### config.mk
export PLATFORM = sky130hd
export DESIGN_NAME = rv64_lsu_flat
export DESIGN_NICKNAME = d
export VERILOG_FILES = /design/src/rtl/rv64_lsu_pkg.sv /design/src/rtl/rv64_lsu_if.sv /design/src/rtl/rv64_lsu_align.sv /design/src/rtl/rv64_lsu.sv /design/src/flat_wrapper.sv
export SDC_FILE = /design/constraint.sdc
export NUM_CORES = 1
export LEC_CHECK = 0
export CORE_MARGIN = 2
export CORE_UTILIZATION = 40
export CTS_CLUSTER_SIZE = 14
export DETAILED_ROUTE_END_ITERATION = 10
export HOLD_SLACK_MARGIN = 0.1
export MAX_ROUTING_LAYER = met4
export PLACE_DENSITY = 0.68
export SLEW_MARGIN = 20
export SYNTH_ARGS = -nofsm -noshare
export SYNTH_HDL_FRONTEND = slang
export SYNTH_SLANG_ARGS = --single-unit
### constraint.sdc
create_clock -name clk -period 3.78 [get_ports clk]
set_clock_uncertainty 0.1 [all_clocks]
set_input_delay 0.378 -clock clk [delete_from_list [all_inputs] [get_ports clk]]
set_output_delay 0.378 -clock clk [all_outputs]
set_load 0.02 [all_outputs]
### src/rtl/rv64_lsu_pkg.sv
// Shared types for the RV64 load/store unit: funct3 encodings, FSM states,
// response error codes and the acceptance-time legality check.
package lsu_pkg;

    localparam logic [2:0] LB  = 3'b000;
    localparam logic [2:0] LH  = 3'b001;
    localparam logic [2:0] LW  = 3'b010;
    localparam logic [2:0] LD  = 3'b011;
    localparam logic [2:0] LBU = 3'b100;
    localparam logic [2:0] LHU = 3'b101;
    localparam logic [2:0] LWU = 3'b110;

    localparam logic [2:0] SB = 3'b000;
    localparam logic [2:0] SH = 3'b001;
    localparam logic [2:0] SW = 3'b010;
    localparam logic [2:0] SD = 3'b011;

    localparam logic [1:0] LSU_OK       = 2'b00;
    localparam logic [1:0] LSU_MISALIGN = 2'b01;
    localparam logic [1:0] LSU_ILLEGAL  = 2'b10;

    typedef enum logic [2:0] {
        IDLE,
        REQ_LO,
        WAIT_LO,
        REQ_HI,
        WAIT_HI,
        RESP
    } lsu_state_t;

    // Illegal encodings win over misalignment; funct3[1:0] is log2 of the access size.
    function automatic logic [1:0] lsuCheck(input logic isStore, input logic [2:0] funct3,
                                            input logic [2:0] addrLo);
        logic misalign;
        case (funct3[1:0])
            2'b01:   misalign = addrLo[0];
            2'b10:   misalign = |addrLo[1:0];
            2'b11:   misalign = |addrLo;
            default: misalign = 1'b0;
        endcase
        if (isStore ? funct3[2] : (funct3 == 3'b111)) return LSU_ILLEGAL;
        if (misalign) return LSU_MISALIGN;
        return LSU_OK;
    endfunction

endpackage

### src/rtl/rv64_lsu_if.sv
// Word-wide memory port of the load/store unit. The LSU is the master; the
// memory (or bus adapter) is the slave.
interface rv64_lsu_if #(
    parameter int MEM_AW = 32
) ();
    logic              mem_req;
    logic              mem_we;
    logic [MEM_AW-1:0] mem_addr;
    logic [31:0]       mem_wdata;
    logic [3:0]        mem_wstrb;
    logic              mem_gnt;
    logic              mem_rvalid;
    logic [31:0]       mem_rdata;

    modport master (
        output mem_req, mem_we, mem_addr, mem_wdata, mem_wstrb,
        input  mem_gnt, mem_rvalid, mem_rdata
    );

    modport slave (
        input  mem_req, mem_we, mem_addr, mem_wdata, mem_wstrb,
        output mem_gnt, mem_rvalid, mem_rdata
    );
endinterface

### src/rtl/rv64_lsu_align.sv
// Combinational data path of the LSU: places store bytes/halves on the word
// lanes with strobes, and extracts/extends load data from the returned word(s).
module lsu_align
    import lsu_pkg::*;
(
    input  logic [1:0]  stSize,
    input  logic [1:0]  stOffs,
    input  logic [31:0] stData,
    output logic [31:0] stWord,
    output logic [3:0]  stStrb,
    input  logic [2:0]  ldFunct3,
    input  logic [1:0]  ldOffs,
    input  logic [31:0] ldRdata,
    input  logic [31:0] ldLoWord,
    output logic [63:0] ldData
);
    logic [15:0] shifted;

    // Replicating the datum lets the strobes alone pick the target lanes.
    always_comb begin
        stWord = stData;
        stStrb = 4'b1111;
        case (stSize)
            2'b00: begin
                stWord = {4{stData[7:0]}};
                stStrb = 4'b0001 << stOffs;
            end
            2'b01: begin
                stWord = {2{stData[15:0]}};
                stStrb = 4'b0011 << stOffs;
            end
            default: ;
        endcase
    end

    assign shifted = 16'(ldRdata >> {ldOffs, 3'b000});

    always_comb begin
        ldData = '0;
        case (ldFunct3)
            LB:      ldData = {{56{shifted[7]}}, shifted[7:0]};
            LH:      ldData = {{48{shifted[15]}}, shifted[15:0]};
            LW:      ldData = {{32{ldRdata[31]}}, ldRdata};
            LD:      ldData = {ldRdata, ldLoWord};
            LBU:     ldData = {56'd0, shifted[7:0]};
            LHU:     ldData = {48'd0, shifted[15:0]};
            LWU:     ldData = {32'd0, ldRdata};
            default: ldData = '0;
        endcase
    end

endmodule

### src/rtl/rv64_lsu.sv
// RV64 load/store unit: one request at a time onto a 32-bit memory port,
// doublewords split in two. Optional tohost capture with LSU_TOHOST_EN.
module rv64_lsu
    import lsu_pkg::*;
#(
    parameter int          MEM_AW      = 32,
    parameter logic [63:0] TOHOST_ADDR = 64'h0000_0000_8000_1000
) (
    input  logic        clk,
    input  logic        reset,
    // req: taken when req_valid && req_ready; rsp: held until rsp_valid && rsp_ready.
    input  logic        req_valid,
    output logic        req_ready,
    input  logic        req_store,
    input  logic [2:0]  req_funct3,
    input  logic [63:0] req_addr,
    input  logic [63:0] req_wdata,
    output logic        rsp_valid,
    input  logic        rsp_ready,
    output logic [63:0] rsp_data,
    output logic [1:0]  rsp_err,
    rv64_lsu_if.master  mem,
`ifdef LSU_TOHOST_EN
    output logic        tohost_valid,
    output logic [63:0] tohost_data,
`endif
    output lsu_state_t  dbgState
);
    lsu_state_t        state;
    logic              rStore;
    logic [2:0]        rFunct3;
    logic [MEM_AW-1:0] rAddr;
    logic [31:0]       rWdataHi;
    logic [31:0]       loWord;

    logic [1:0]        acceptErr;
    logic [31:0]       stWord;
    logic [3:0]        stStrb;
    logic [63:0]       ldData;
    logic [MEM_AW-1:0] hiWordAddr;
    logic              isDouble;

    assign acceptErr  = lsuCheck(req_store, req_funct3, req_addr[2:0]);
    assign hiWordAddr = {rAddr[MEM_AW-1:2] + (MEM_AW-2)'(1), 2'b00};
    assign isDouble   = (rFunct3[1:0] == 2'b11);
    assign dbgState   = state;

`ifdef LSU_TOHOST_EN
    logic tohostHit;
    assign tohostHit = req_store && (req_funct3 == SD) && (req_addr == TOHOST_ADDR);
`else
    logic unusedBits;
    assign unusedBits = ^{req_addr[63:MEM_AW], TOHOST_ADDR};
`endif

    lsu_align uAlign (
        .stSize   (req_funct3[1:0]),
        .stOffs   (req_addr[1:0]),
        .stData   (req_wdata[31:0]),
        .stWord   (stWord),
        .stStrb   (stStrb),
        .ldFunct3 (rFunct3),
        .ldOffs   (rAddr[1:0]),
        .ldRdata  (mem.mem_rdata),
        .ldLoWord (loWord),
        .ldData   (ldData)
    );

    always_ff @(posedge clk) begin
        if (reset) begin
            state         <= IDLE;
            req_ready     <= 1'b1;
            rsp_valid     <= 1'b0;
            rsp_data      <= '0;
            rsp_err       <= LSU_OK;
            mem.mem_req   <= 1'b0;
            mem.mem_we    <= 1'b0;
            mem.mem_addr  <= '0;
            mem.mem_wdata <= '0;
            mem.mem_wstrb <= '0;
            rStore        <= 1'b0;
            rFunct3       <= '0;
            rAddr         <= '0;
            rWdataHi      <= '0;
            loWord        <= '0;
`ifdef LSU_TOHOST_EN
            tohost_valid  <= 1'b0;
            tohost_data   <= '0;
`endif
        end else begin
`ifdef LSU_TOHOST_EN
            tohost_valid <= 1'b0;
`endif
            case (state)
                IDLE: begin
                    if (req_valid && req_ready) begin
                        req_ready <= 1'b0;
                        rStore    <= req_store;
                        rFunct3   <= req_funct3;
                        rAddr     <= req_addr[MEM_AW-1:0];
                        rWdataHi  <= req_wdata[63:32];
                        if (acceptErr != LSU_OK) begin
                            state     <= RESP;
                            rsp_valid <= 1'b1;
                            rsp_err   <= acceptErr;
                            rsp_data  <= '0;
                        end
`ifdef LSU_TOHOST_EN
                        else if (tohostHit) begin
                            tohost_valid <= 1'b1;
                            tohost_data  <= req_wdata;
                            state        <= RESP;
                            rsp_valid    <= 1'b1;
                            rsp_err      <= LSU_OK;
                            rsp_data     <= '0;
                        end
`endif
                        else begin
                            state         <= REQ_LO;
                            mem.mem_req   <= 1'b1;
                            mem.mem_we    <= req_store;
                            mem.mem_addr  <= {req_addr[MEM_AW-1:2], 2'b00};
                            mem.mem_wdata <= req_store ? stWord : 32'd0;
                            mem.mem_wstrb <= req_store ? stStrb : 4'd0;
                        end
                    end
                end
                REQ_LO: begin
                    if (mem.mem_gnt) begin
                        if (rStore && isDouble) begin
                            state         <= REQ_HI;
                            mem.mem_addr  <= hiWordAddr;
                            mem.mem_wdata <= rWdataHi;
                            mem.mem_wstrb <= 4'b1111;
                        end else if (rStore) begin
                            state         <= RESP;
                            mem.mem_req   <= 1'b0;
                            mem.mem_we    <= 1'b0;
                            mem.mem_wstrb <= 4'd0;
                            rsp_valid     <= 1'b1;
                            rsp_err       <= LSU_OK;
                            rsp_data      <= '0;
                        end else begin
                            state       <= WAIT_LO;
                            mem.mem_req <= 1'b0;
                        end
                    end
                end
                WAIT_LO: begin
                    if (mem.mem_rvalid) begin
                        if (isDouble) begin
                            state        <= REQ_HI;
                            loWord       <= mem.mem_rdata;
                            mem.mem_req  <= 1'b1;
                            mem.mem_addr <= hiWordAddr;
                        end else begin
                            state     <= RESP;
                            rsp_valid <= 1'b1;
                            rsp_err   <= LSU_OK;
                            rsp_data  <= ldData;
                        end
                    end
                end
                REQ_HI: begin
                    if (mem.mem_gnt) begin
                        mem.mem_req <= 1'b0;
                        if (rStore) begin
                            state         <= RESP;
                            mem.mem_we    <= 1'b0;
                            mem.mem_wstrb <= 4'd0;
                            rsp_valid     <= 1'b1;
                            rsp_err       <= LSU_OK;
                            rsp_data      <= '0;
                        end else begin
                            state <= WAIT_HI;
                        end
                    end
                end
                WAIT_HI: begin
                    if (mem.mem_rvalid) begin
                        state     <= RESP;
                        rsp_valid <= 1'b1;
                        rsp_err   <= LSU_OK;
                        rsp_data  <= ldData;
                    end
                end
                RESP: begin
                    if (rsp_ready) begin
                        state     <= IDLE;
                        rsp_valid <= 1'b0;
                        req_ready <= 1'b1;
                    end
                end
                default: begin
                    state     <= IDLE;
                    req_ready <= 1'b1;
                    rsp_valid <= 1'b0;
                end
            endcase
        end
    end

endmodule

### src/flat_wrapper.sv
// flat-port wrapper written by rule: the top's interface ports become plain ports
module rv64_lsu_flat import lsu_pkg::*;
#(
    parameter int          MEM_AW      = 32,
    parameter logic [63:0] TOHOST_ADDR = 64'h0000_0000_8000_1000
)
  (clk, reset, req_valid, req_ready, req_store, req_funct3, req_addr, req_wdata, rsp_valid, rsp_ready, rsp_data, rsp_err, dbgState, mem_mem_req, mem_mem_we, mem_mem_addr, mem_mem_wdata, mem_mem_wstrb, mem_mem_gnt, mem_mem_rvalid, mem_mem_rdata);
  rv64_lsu_if #(.MEM_AW(MEM_AW)) mem_i ();
  input  logic clk;
  input  logic reset;
  input  logic req_valid;
  output logic req_ready;
  input  logic req_store;
  input  logic [2:0] req_funct3;
  input  logic [63:0] req_addr;
  input  logic [63:0] req_wdata;
  output logic rsp_valid;
  input  logic rsp_ready;
  output logic [63:0] rsp_data;
  output logic [1:0] rsp_err;
  output lsu_state_t dbgState;
  output wire logic [$bits(mem_i.mem_req)-1:0] mem_mem_req;
  output wire logic [$bits(mem_i.mem_we)-1:0] mem_mem_we;
  output wire logic [$bits(mem_i.mem_addr)-1:0] mem_mem_addr;
  output wire logic [$bits(mem_i.mem_wdata)-1:0] mem_mem_wdata;
  output wire logic [$bits(mem_i.mem_wstrb)-1:0] mem_mem_wstrb;
  input wire logic [$bits(mem_i.mem_gnt)-1:0] mem_mem_gnt;
  input wire logic [$bits(mem_i.mem_rvalid)-1:0] mem_mem_rvalid;
  input wire logic [$bits(mem_i.mem_rdata)-1:0] mem_mem_rdata;
  assign mem_mem_req = mem_i.mem_req;
  assign mem_mem_we = mem_i.mem_we;
  assign mem_mem_addr = mem_i.mem_addr;
  assign mem_mem_wdata = mem_i.mem_wdata;
  assign mem_mem_wstrb = mem_i.mem_wstrb;
  assign mem_i.mem_gnt = mem_mem_gnt;
  assign mem_i.mem_rvalid = mem_mem_rvalid;
  assign mem_i.mem_rdata = mem_mem_rdata;
  rv64_lsu #(.MEM_AW(MEM_AW), .TOHOST_ADDR(TOHOST_ADDR)) u_core (.clk(clk), .reset(reset), .req_valid(req_valid), .req_ready(req_ready), .req_store(req_store), .req_funct3(req_funct3), .req_addr(req_addr), .req_wdata(req_wdata), .rsp_valid(rsp_valid), .rsp_ready(rsp_ready), .rsp_data(rsp_data), .rsp_err(rsp_err), .mem(mem_i), .dbgState(dbgState));
endmodule
==> results of run 1 <==
[registers in the layout, indices dropped and copies added, names as in the netlist]
name / count
u_core.rsp_data: 64
u_core.dbgState: 3
u_core.mem.mem_we: 1
u_core.mem.mem_wstrb: 4
u_core.req_ready: 1
u_core.rsp_valid: 1
u_core.mem.mem_addr: 30
u_core.rsp_err: 2
u_core.rWdataHi: 32
u_core.mem.mem_wdata: 32
u_core.rAddr: 32
u_core.rStore: 1
u_core.mem.mem_req: 1
u_core.rFunct3: 3
u_core.loWord: 32
[logic make-up after synthesis]
kind of cell	after synthesis	share of synthesized area
compound gates	450	0.264
simple gates	551	0.219
mux	34	0.0316
buf+inv	147	0.0520
fa+ha+maj	1	0.00109
flops	239	0.416
other cells	1	0.000326
xor+xnor	21	0.0160
[per-layer routing]
| metal | routed length (µm) | up-vias |
|---|---|---|
| met2 | 17100 | 421 |
| li1 | - | 5586 |
| met4 | 827 | 0 |
| met5 | 0 | - |
| met3 | 2790 | 56 |
| met1 | 16400 | 5438 |
[power by group through the flow]
stage	Combinational (W)	Sequential [W]	Clock (W)
after floorplan	0.00238	0.00379	0
after global placement	0.00429	0.00351	0
after detailed placement	0.00433	0.00351	0
after CTS	0.00435	0.00348	0.00270
after global routing	0.00472	0.00355	0.00280
final	0.00433	0.00348	0.00264
[worst reg2reg max path, stage by stage, from the launching register on]
cell,delay [ns]
sky130_fd_sc_hd__dfxtp_1,0.97
sky130_fd_sc_hd__a211oi_1,0.17
sky130_fd_sc_hd__o21ai_2,0.10
sky130_fd_sc_hd__buf_4,0.37
sky130_fd_sc_hd__and2_1,0.33
sky130_fd_sc_hd__buf_4,0.36
sky130_fd_sc_hd__a311oi_1,0.16
[worst max-delay path by stage]
stage,depth (start not counted),end,slack (ns),from
floorplan,8,u_core.mem.mem_wdata[20]$_SDFFE_PP0P_,1.59,u_core.dbgState[0]$_SDFFE_PP0P_
global placement,7,u_core.mem.mem_addr[23]$_SDFFE_PP0P_,0.88,req_addr[0]
detailed placement,7,u_core.mem.mem_addr[23]$_SDFFE_PP0P_,0.80,req_addr[0]
CTS,1,dbgState[2],0.95,u_core.dbgState[2]$_SDFFE_PP0P_
global route,5,u_core.rsp_err[1]$_SDFFE_PP0P_,0.86,u_core.dbgState[2]$_SDFFE_PP0P_
finish,1,dbgState[2],0.99,u_core.dbgState[2]$_SDFFE_PP0P_
[metrics by stage]
| stage | area, µm² | power [W] | setup slack [ns] | hold WS [ns] | instances |
|---|---|---|---|---|---|
| 2_1_floorplan | 11500 | 0.00617 | 1.59 | 0.336 | 1445 |
| 3_3_place_gp | 14500 | 0.00780 | 0.878 | 0.341 | 2000 |
| 3_5_place_dp | 14500 | 0.00785 | 0.801 | 0.347 | 2000 |
| 4_1_cts | 15400 | 0.0105 | 0.951 | 0.273 | 2048 |
| 5_1_grt | 15400 | 0.0111 | 0.857 | 0.280 | 2052 |
| 6_report | 15400 | 0.0105 | 0.992 | 0.288 | 2053 |
[layout make-up]
| cell class | instances | area, µm² |
|---|---|---|
| Tap cell | 384 | 480 |
| Timing Repair Buffer | 304 | 2990 |
| Sequential cell | 239 | 4780 |
| Fill cell | 2675 | 13100 |
| Clock inverter | 10 | 106 |
| Multi-Input combinational cell | 1059 | 6170 |
| Antenna cell | 5 | 12.5 |
| Clock buffer | 38 | 787 |
| Inverter | 14 | 52.6 |
[layout by cell type (no fill, tap or decap), types with 17 or more instances in the layout]
| cell | instances |
|---|---|
| sky130_fd_sc_hd__nand2_1 | 312 |
| sky130_fd_sc_hd__clkdlybuf4s50_1 | 275 |
| sky130_fd_sc_hd__dfxtp_1 | 239 |
| sky130_fd_sc_hd__a21oi_1 | 186 |
| sky130_fd_sc_hd__nand3_1 | 67 |
| sky130_fd_sc_hd__nor2_1 | 49 |
| sky130_fd_sc_hd__a22o_1 | 47 |
| sky130_fd_sc_hd__o21ai_0 | 39 |
| sky130_fd_sc_hd__a211oi_1 | 30 |
| sky130_fd_sc_hd__clkbuf_16 | 27 |
| sky130_fd_sc_hd__buf_4 | 27 |
| sky130_fd_sc_hd__mux2i_1 | 25 |
| sky130_fd_sc_hd__o2bb2ai_1 | 24 |
| sky130_fd_sc_hd__and2_1 | 21 |
| sky130_fd_sc_hd__a211o_1 | 18 |
| sky130_fd_sc_hd__a311oi_1 | 17 |
==> results.txt, run 1 <==
----------------------------------------------------
[Outcome]
  Run status ... finished clean

[Critical path]
  Sum of buffers and inverters on the critical path ... 1
  Max FO, Critical Path ... 23
  Peak per-stage delay on the critical path ... approximately 0.97 ns
  CP max stage cell ... sky130_fd_sc_hd__dfxtp_1
  Slack of the worst reg-to-reg path ... 1.06 ns
  Critical register-to-register path startpoint ... u_core.dbgState[2]$_SDFFE_PP0P_
  RR Endpoint ... u_core.mem.mem_wdata[18]$_SDFFE_PP0P_
  Critical Path, Cell by Cell ... clkdlybuf4s50_1
  R2R cell count ... 6
  Worst endpoint data arrival time ... 2.31 ns
  Kind of launch point of the worst setup path ... register
  Cell type group with the largest total delay on the critical path ... flip-flops
  Start-to-end type of the worst setup path ... reg -> out
  CP Capture Type ... output port
  Required arrival time at the worst endpoint ... about 3.3 ns

[Synth]
  Post-synth top area share ... 0.416
  Netlist area before placement ... ~11000 µm²
  Post-Synthesis Mean Instance Area ... about 8 µm²
  Number of distinct library cells after synthesis ... between 70 and 80
  Number of flops mapped to enable cells by yosys ... 0
  Most used DFF post-synth ... sky130_fd_sc_hd__dfxtp_1
  Post-synth ARST share ... 0
  YS warnings ... 0
  Count leader, synth ... sky130_fd_sc_hd__nand2_1
  Synth top area cells ... sky130_fd_sc_hd__dfxtp_1 42%, sky130_fd_sc_hd__nand2_1 10%, sky130_fd_sc_hd__a21oi_1 8.1%, sky130_fd_sc_hd__a22o_1 3.6%, sky130_fd_sc_hd__nand3_1 3.0%
  Most frequent cells after synthesis ... 312 x sky130_fd_sc_hd__nand2_1, 239 x sky130_fd_sc_hd__dfxtp_1, 186 x sky130_fd_sc_hd__a21oi_1
  Register bit total from synthesis ... around 240
  Proportion of synthesized chip area in sequential cells ... 0.416
  Cells after Synth ... 1444
  Synth area leader ... sky130_fd_sc_hd__dfxtp_1

[Drt]
  Routed WL per cell ... between 15 and 20 µm
  Vias/cell ... roughly 5.6
  DRC violation count after routing ... 0
  Count of nets left with antenna violations after detail routing ... 0
  DRT iter0 DRCs ... between 900 and 1000
  Router iterations before antenna repair ... 5
  Wire length reported by the detailed router ... 37100 µm
  Vias after detailed routing ... between 10000 and 15000

[Pwr]
  Combinational fraction of design power ... 0.414
  Power density over the cells ... around 700 nW/µm²
  Share of power burned in registers ... 0.333
  Switching share of power ... 0.390
  Worst vdd rail ir drop ... 359 µV
  Switching power ... 0.00408 W
  Static Leak ... approximately 5.3 nW
  Proportion of power drawn by the clock network ... 0.253
  Cell-internal power ... about 0.0064 W

[Finish]
  Synth-to-Final Area Change ... 33.8%
  Utilization after layout ... 0.540
  Count of nets after finishing ... ~1800
  Share of cells above drive strength 1 ... 0.0631

[Global route]
  Grt met2 use ... 0.375
  Initial antenna violation count ... 4
  Met1 routing resource usage after global routing ... 0.327
  Global routing's busiest layer ... met2
  Met3 track utilization from global routing ... 0.0493
  Wire length of the first global-routing pass ... 58900 µm
  Sum of overflow across all layers after global routing ... 0
  Overall Global Routing Usage ... 0.244
  Largest net degree at the start of global routing ... 126
  Number of global-route vias before repair ... approximately 11000

[Place]
  Final Wtd Congestion ... between 0.8 and 0.9
  Dpl hpwl ... between 20000 and 25000 µm
  Port buffer count ... 276

[Floorplan]
  Overall die width ... around 170 µm
  Std-Cell Core Area ... 28500 µm²
  Row count ... 62
  Y dimension of the die ... about 170 µm
  Total die area ... roughly 30000 µm²
  IO Count ... 311
  Initial cell density of the core ... 0.404

[Clock tree]
  Clock Pin Slew Worst Setup and Hold Paths ... approximately 0.06 ns
  Buffer levels on the longest clock path ... 3
  CTS hold repair buffers ... 0
  Post-cts repair resize count ... 0
  Clock Latency Late Sink ... approximately 0.54 ns
  Post-CTS Setup Inserts ... 0
  Clock Sinks ... roughly 240
  Clock Tree Root ... sky130_fd_sc_hd__clkbuf_16
  H-Tree Depth ... 1
  TritonCTS clock tree ... built
  Number of buffers added by the clock tree synthesis step ... 27

[Hold path]
  WHS Endpoint ... u_core.rWdataHi[16]$_SDFFE_PP0P_
  Cells on Worst Hold Path ... 3
  Kind of path behind the tightest hold check ... in -> reg
  Start point of the worst hold path ... req_wdata[48]

[Timing]
  Final min period ... 2.79 ns
  Fin crit share ... 0.738
  Endpoints failing setup ... 0
  Max-slew violation count ... 0
  RSZ-0062 raised after global routing ... false
  Worst-case headroom to the max-slew limit ... 0.320
  Setup TNS ... 0 ns
  Highest attainable clock frequency ... 359 MHz
  Worst Max-Slew Pin Slew ... 1.02 ns
  Final hold viol count ... 0

[Flow run]
  Max-cap violations ... 0

----------------------------------------------------
Power figures use the tool's default switching activity.
==> inputs of run 2 (changes only) <==
--- a/config.mk
+++ b/config.mk
@@ -11,7 +11,7 @@
 export DETAILED_ROUTE_END_ITERATION = 10
 export HOLD_SLACK_MARGIN = 0.1
 export MAX_ROUTING_LAYER = met4
-export PLACE_DENSITY = 0.68
+export PLACE_DENSITY = 0.71
 export SLEW_MARGIN = 20
 export SYNTH_ARGS = -nofsm -noshare
 export SYNTH_HDL_FRONTEND = slang
==> constraint.sdc (replaced) <==
create_clock -name clk -period 2.35 [get_ports clk]
set_clock_uncertainty 0.1 [all_clocks]
set_input_delay 0.235 -clock clk [delete_from_list [all_inputs] [get_ports clk]]
set_output_delay 0.235 -clock clk [all_outputs]
set_load 0.02 [all_outputs]
==> results.txt, run 2 (synthesized netlist as in run 1, its figures left out) <==
----------------------------------------------------
[Outcome]
  Run status ... finished clean

[Timing]
  Final hold viol count ... 0
  Fin crit share ... 0.955
  Highest attainable clock frequency ... roughly 450 MHz
  Worst-case headroom to the max-slew limit ... 0.533
  RSZ-0062 raised after global routing ... false
  Final min period ... 2.24 ns
  Setup TNS ... 0 ns
  Worst Max-Slew Pin Slew ... between 0.6 and 0.7 ns
  Worst-case setup margin in the final layout ... 0.105 ns
  Max-slew violation count ... 0
  Endpoints failing setup ... 0

[Place]
  Pre-CTS setup slack ... -0.274 ns
  Dpl hpwl ... about 26000 µm
  Final Wtd Congestion ... 0.923
  DP Cell Count ... a little over 2000
  Port buffer count ... 276

[Pwr]
  Cell-internal power ... roughly 0.011 W
  Power density over the cells ... between 1000 and 1500 nW/µm²
  Proportion of power drawn by the clock network ... 0.233
  Combinational fraction of design power ... 0.449
  Share of power burned in registers ... 0.318
  Worst vdd rail ir drop ... roughly 570 µV
  Static Leak ... ~5.6 nW
  Switching share of power ... 0.387
  Total power after layout ... around 0.017 W
  Switching power ... around 0.0067 W

[Critical path]
  Critical Path, Cell by Cell ... buf_4, and2b_1, a2bb2oi_1, buf_4, or4b_2, buf_12, nand3_1, a22o_1
  Kind of launch point of the worst setup path ... register
  Sum of buffers and inverters on the critical path ... 3
  Worst endpoint data arrival time ... about 2.6 ns
  Max FO, Critical Path ... 33
  Slack of the worst reg-to-reg path ... between 0.1 and 0.15 ns
  Most common cell type on the critical path ... sky130_fd_sc_hd__buf_4
  Cell type group with the largest total delay on the critical path ... simple AND/OR/NAND/NOR gates
  Start-to-end type of the worst setup path ... reg -> reg
  Peak per-stage delay on the critical path ... 0.65 ns
  CP Capture Type ... register
  CP max stage cell ... sky130_fd_sc_hd__or4b_2
  Required arrival time at the worst endpoint ... 2.72 ns
  Stages on worst setup path ... 8
  R2R cell count ... 8

[Clock tree]
  Number of buffers added by the clock tree synthesis step ... 27
  Clock Latency Late Sink ... 0.54 ns
  Clock Pin Slew Worst Setup and Hold Paths ... roughly 0.060 ns
  H-Tree Depth ... 1
  Clock Sinks ... ~240
  TritonCTS clock tree ... built
  Buffer levels on the longest clock path ... 3
  Clock Tree Root ... sky130_fd_sc_hd__clkbuf_16

[Global route]
  Initial antenna violation count ... 3
  Wire length of the first global-routing pass ... between 60000 and 70000 µm
  Sum of overflow across all layers after global routing ... 0
  Overall Global Routing Usage ... 0.251
  Largest net degree at the start of global routing ... 69
  Number of global-route vias before repair ... between 10000 and 15000

[Finish]
  Count of nets after finishing ... 1884
  Final std cells w/o fill ... about 2100
  Synth-to-Final Area Change ... 39.2%
  Most frequent standard cell in the layout excluding fill and tap cells ... sky130_fd_sc_hd__nand2_1
  Largest register by flop count ... u_core.rsp_data
  Number of fill cells in the layout ... 2570
  Share of cells above drive strength 1 ... 0.0972
  Utilization after layout ... 0.562
  Max FFs per register ... 64
  Most used cells in the layout excluding fill and tap cells ... 312 x sky130_fd_sc_hd__nand2_1, 275 x sky130_fd_sc_hd__clkdlybuf4s50_1, 237 x sky130_fd_sc_hd__dfxtp_1, 186 x sky130_fd_sc_hd__a21oi_1, 80 x sky130_fd_sc_hd__buf_4

[Drt]
  Vias/cell ... around 5.6
  DRT iter0 DRCs ... between 800 and 900
  Count of nets left with antenna violations after detail routing ... 0
  DRC violation count after routing ... 0
  Vias after detailed routing ... 11870
  Router iterations before antenna repair ... 5
  Routed WL per cell ... about 18 µm
  Wire length reported by the detailed router ... 38100 µm

[Flow run]
  Max-cap violations ... 0

[Floorplan]
  Y dimension of the die ... approximately 170 µm
  Total die area ... between 30000 and 40000 µm²
  Overall die width ... roughly 170 µm
  Row count ... 62
  IO Count ... between 300 and 400
  Initial cell density of the core ... 0.404
  Std-Cell Core Area ... between 20000 and 30000 µm²

[Hold path]
  Kind of path behind the tightest hold check ... in -> reg
  Cells on Worst Hold Path ... 3

----------------------------------------------------
==> run 2: cell count changes in the layout (fill, tap and decap cells not counted), sizes merged <==
cell	change
clkbuf	-2
clkinvlp	-1
diode	-2
dlygate4sd3	+1
buf	+67
==> run 2: worst min-delay path, cell delays in order <==
cell and delay, ns:
sky130_fd_sc_hd__clkdlybuf4s50_1 0.39, sky130_fd_sc_hd__nand2_1 0.05, sky130_fd_sc_hd__a21oi_1 0.05
==> run 2: worst paths after layout <==
check | startpoint | endpoint
setup / recovery | u_core.rAddr[0]$_SDFFE_PP0P_ | u_core.rsp_data[47]$_SDFFE_PP0P_
hold / removal | req_wdata[49] | u_core.rWdataHi[17]$_SDFFE_PP0P_
setup reg to reg | u_core.rAddr[0]$_SDFFE_PP0P_ | u_core.rsp_data[47]$_SDFFE_PP0P_
hold reg to reg | u_core.mem.mem_addr[11]$_SDFFE_PP0P_ | u_core.mem.mem_addr[11]$_SDFFE_PP0P_
==> run 2: layer usage <==
| layer | share of wire | up-vias | GRT usage |
|---|---|---|---|
| met1 | 0.43 | 5592 | 0.327 |
| met5 | 0 | - | - |
| met3 | 0.080 | 89 | 0.0522 |
| li1 | - | 5715 | - |
| met2 | 0.45 | 474 | 0.390 |
| met4 | 0.036 | 0 | 0.0798 |
==> run 2: through the flow <==
| stage | hold WS (ns) | cell area (µm²) |
|---|---|---|
| floorplan | 0.271 | 11500 |
| global placement | 0.341 | 15100 |
| detailed placement | 0.347 | 15100 |
| CTS | 0.124 | 16000 |
| global route | 0.140 | 16000 |
| finish | 0.139 | 16000 |
==> run 2: power groups by stage <==
stage               Sequential [W]  Combinational [W]  Clock [W]
finish                     0.00548            0.00775    0.00402
global route               0.00558            0.00840    0.00425
CTS                        0.00547            0.00773    0.00408
detailed placement         0.00553            0.00769          0
global placement           0.00553            0.00759          0
floorplan                  0.00610            0.00383          0
==> run 2: area by class of cell <==
cell class	count	area (µm²)	area share
Clock buffer	36	719	0.0450
Tap cell	384	480	0.0300
Sequential cell	239	4790	0.299
Antenna cell	3	7.51	0.000469
Inverter	14	52.6	0.00328
Timing Repair Buffer	372	3670	0.229
Clock inverter	9	98.8	0.00618
Multi-Input combinational cell	1059	6190	0.387
==> run 2: timing repair <==
item | 4_1_cts | 5_1_grt
hold endpoints to repair | 30 | 0
buffers inserted | 0 | 0
hold buffers | 1 | 0
gates resized for setup | 0 | 4
endpoints found under the setup margin | 0 | 64
==> inputs of run 3 (changes only) <==
--- a/config.mk
+++ b/config.mk
@@ -5,6 +5,7 @@
 export SDC_FILE = /design/constraint.sdc
 export NUM_CORES = 1
 export LEC_CHECK = 0
+export ABC_CLOCK_PERIOD_IN_PS = 2350
 export CORE_MARGIN = 2
 export CORE_UTILIZATION = 40
 export CTS_CLUSTER_SIZE = 14
==> results of run 3 <==
No change in the layout: final DEF, timing and power equal those of run 2.
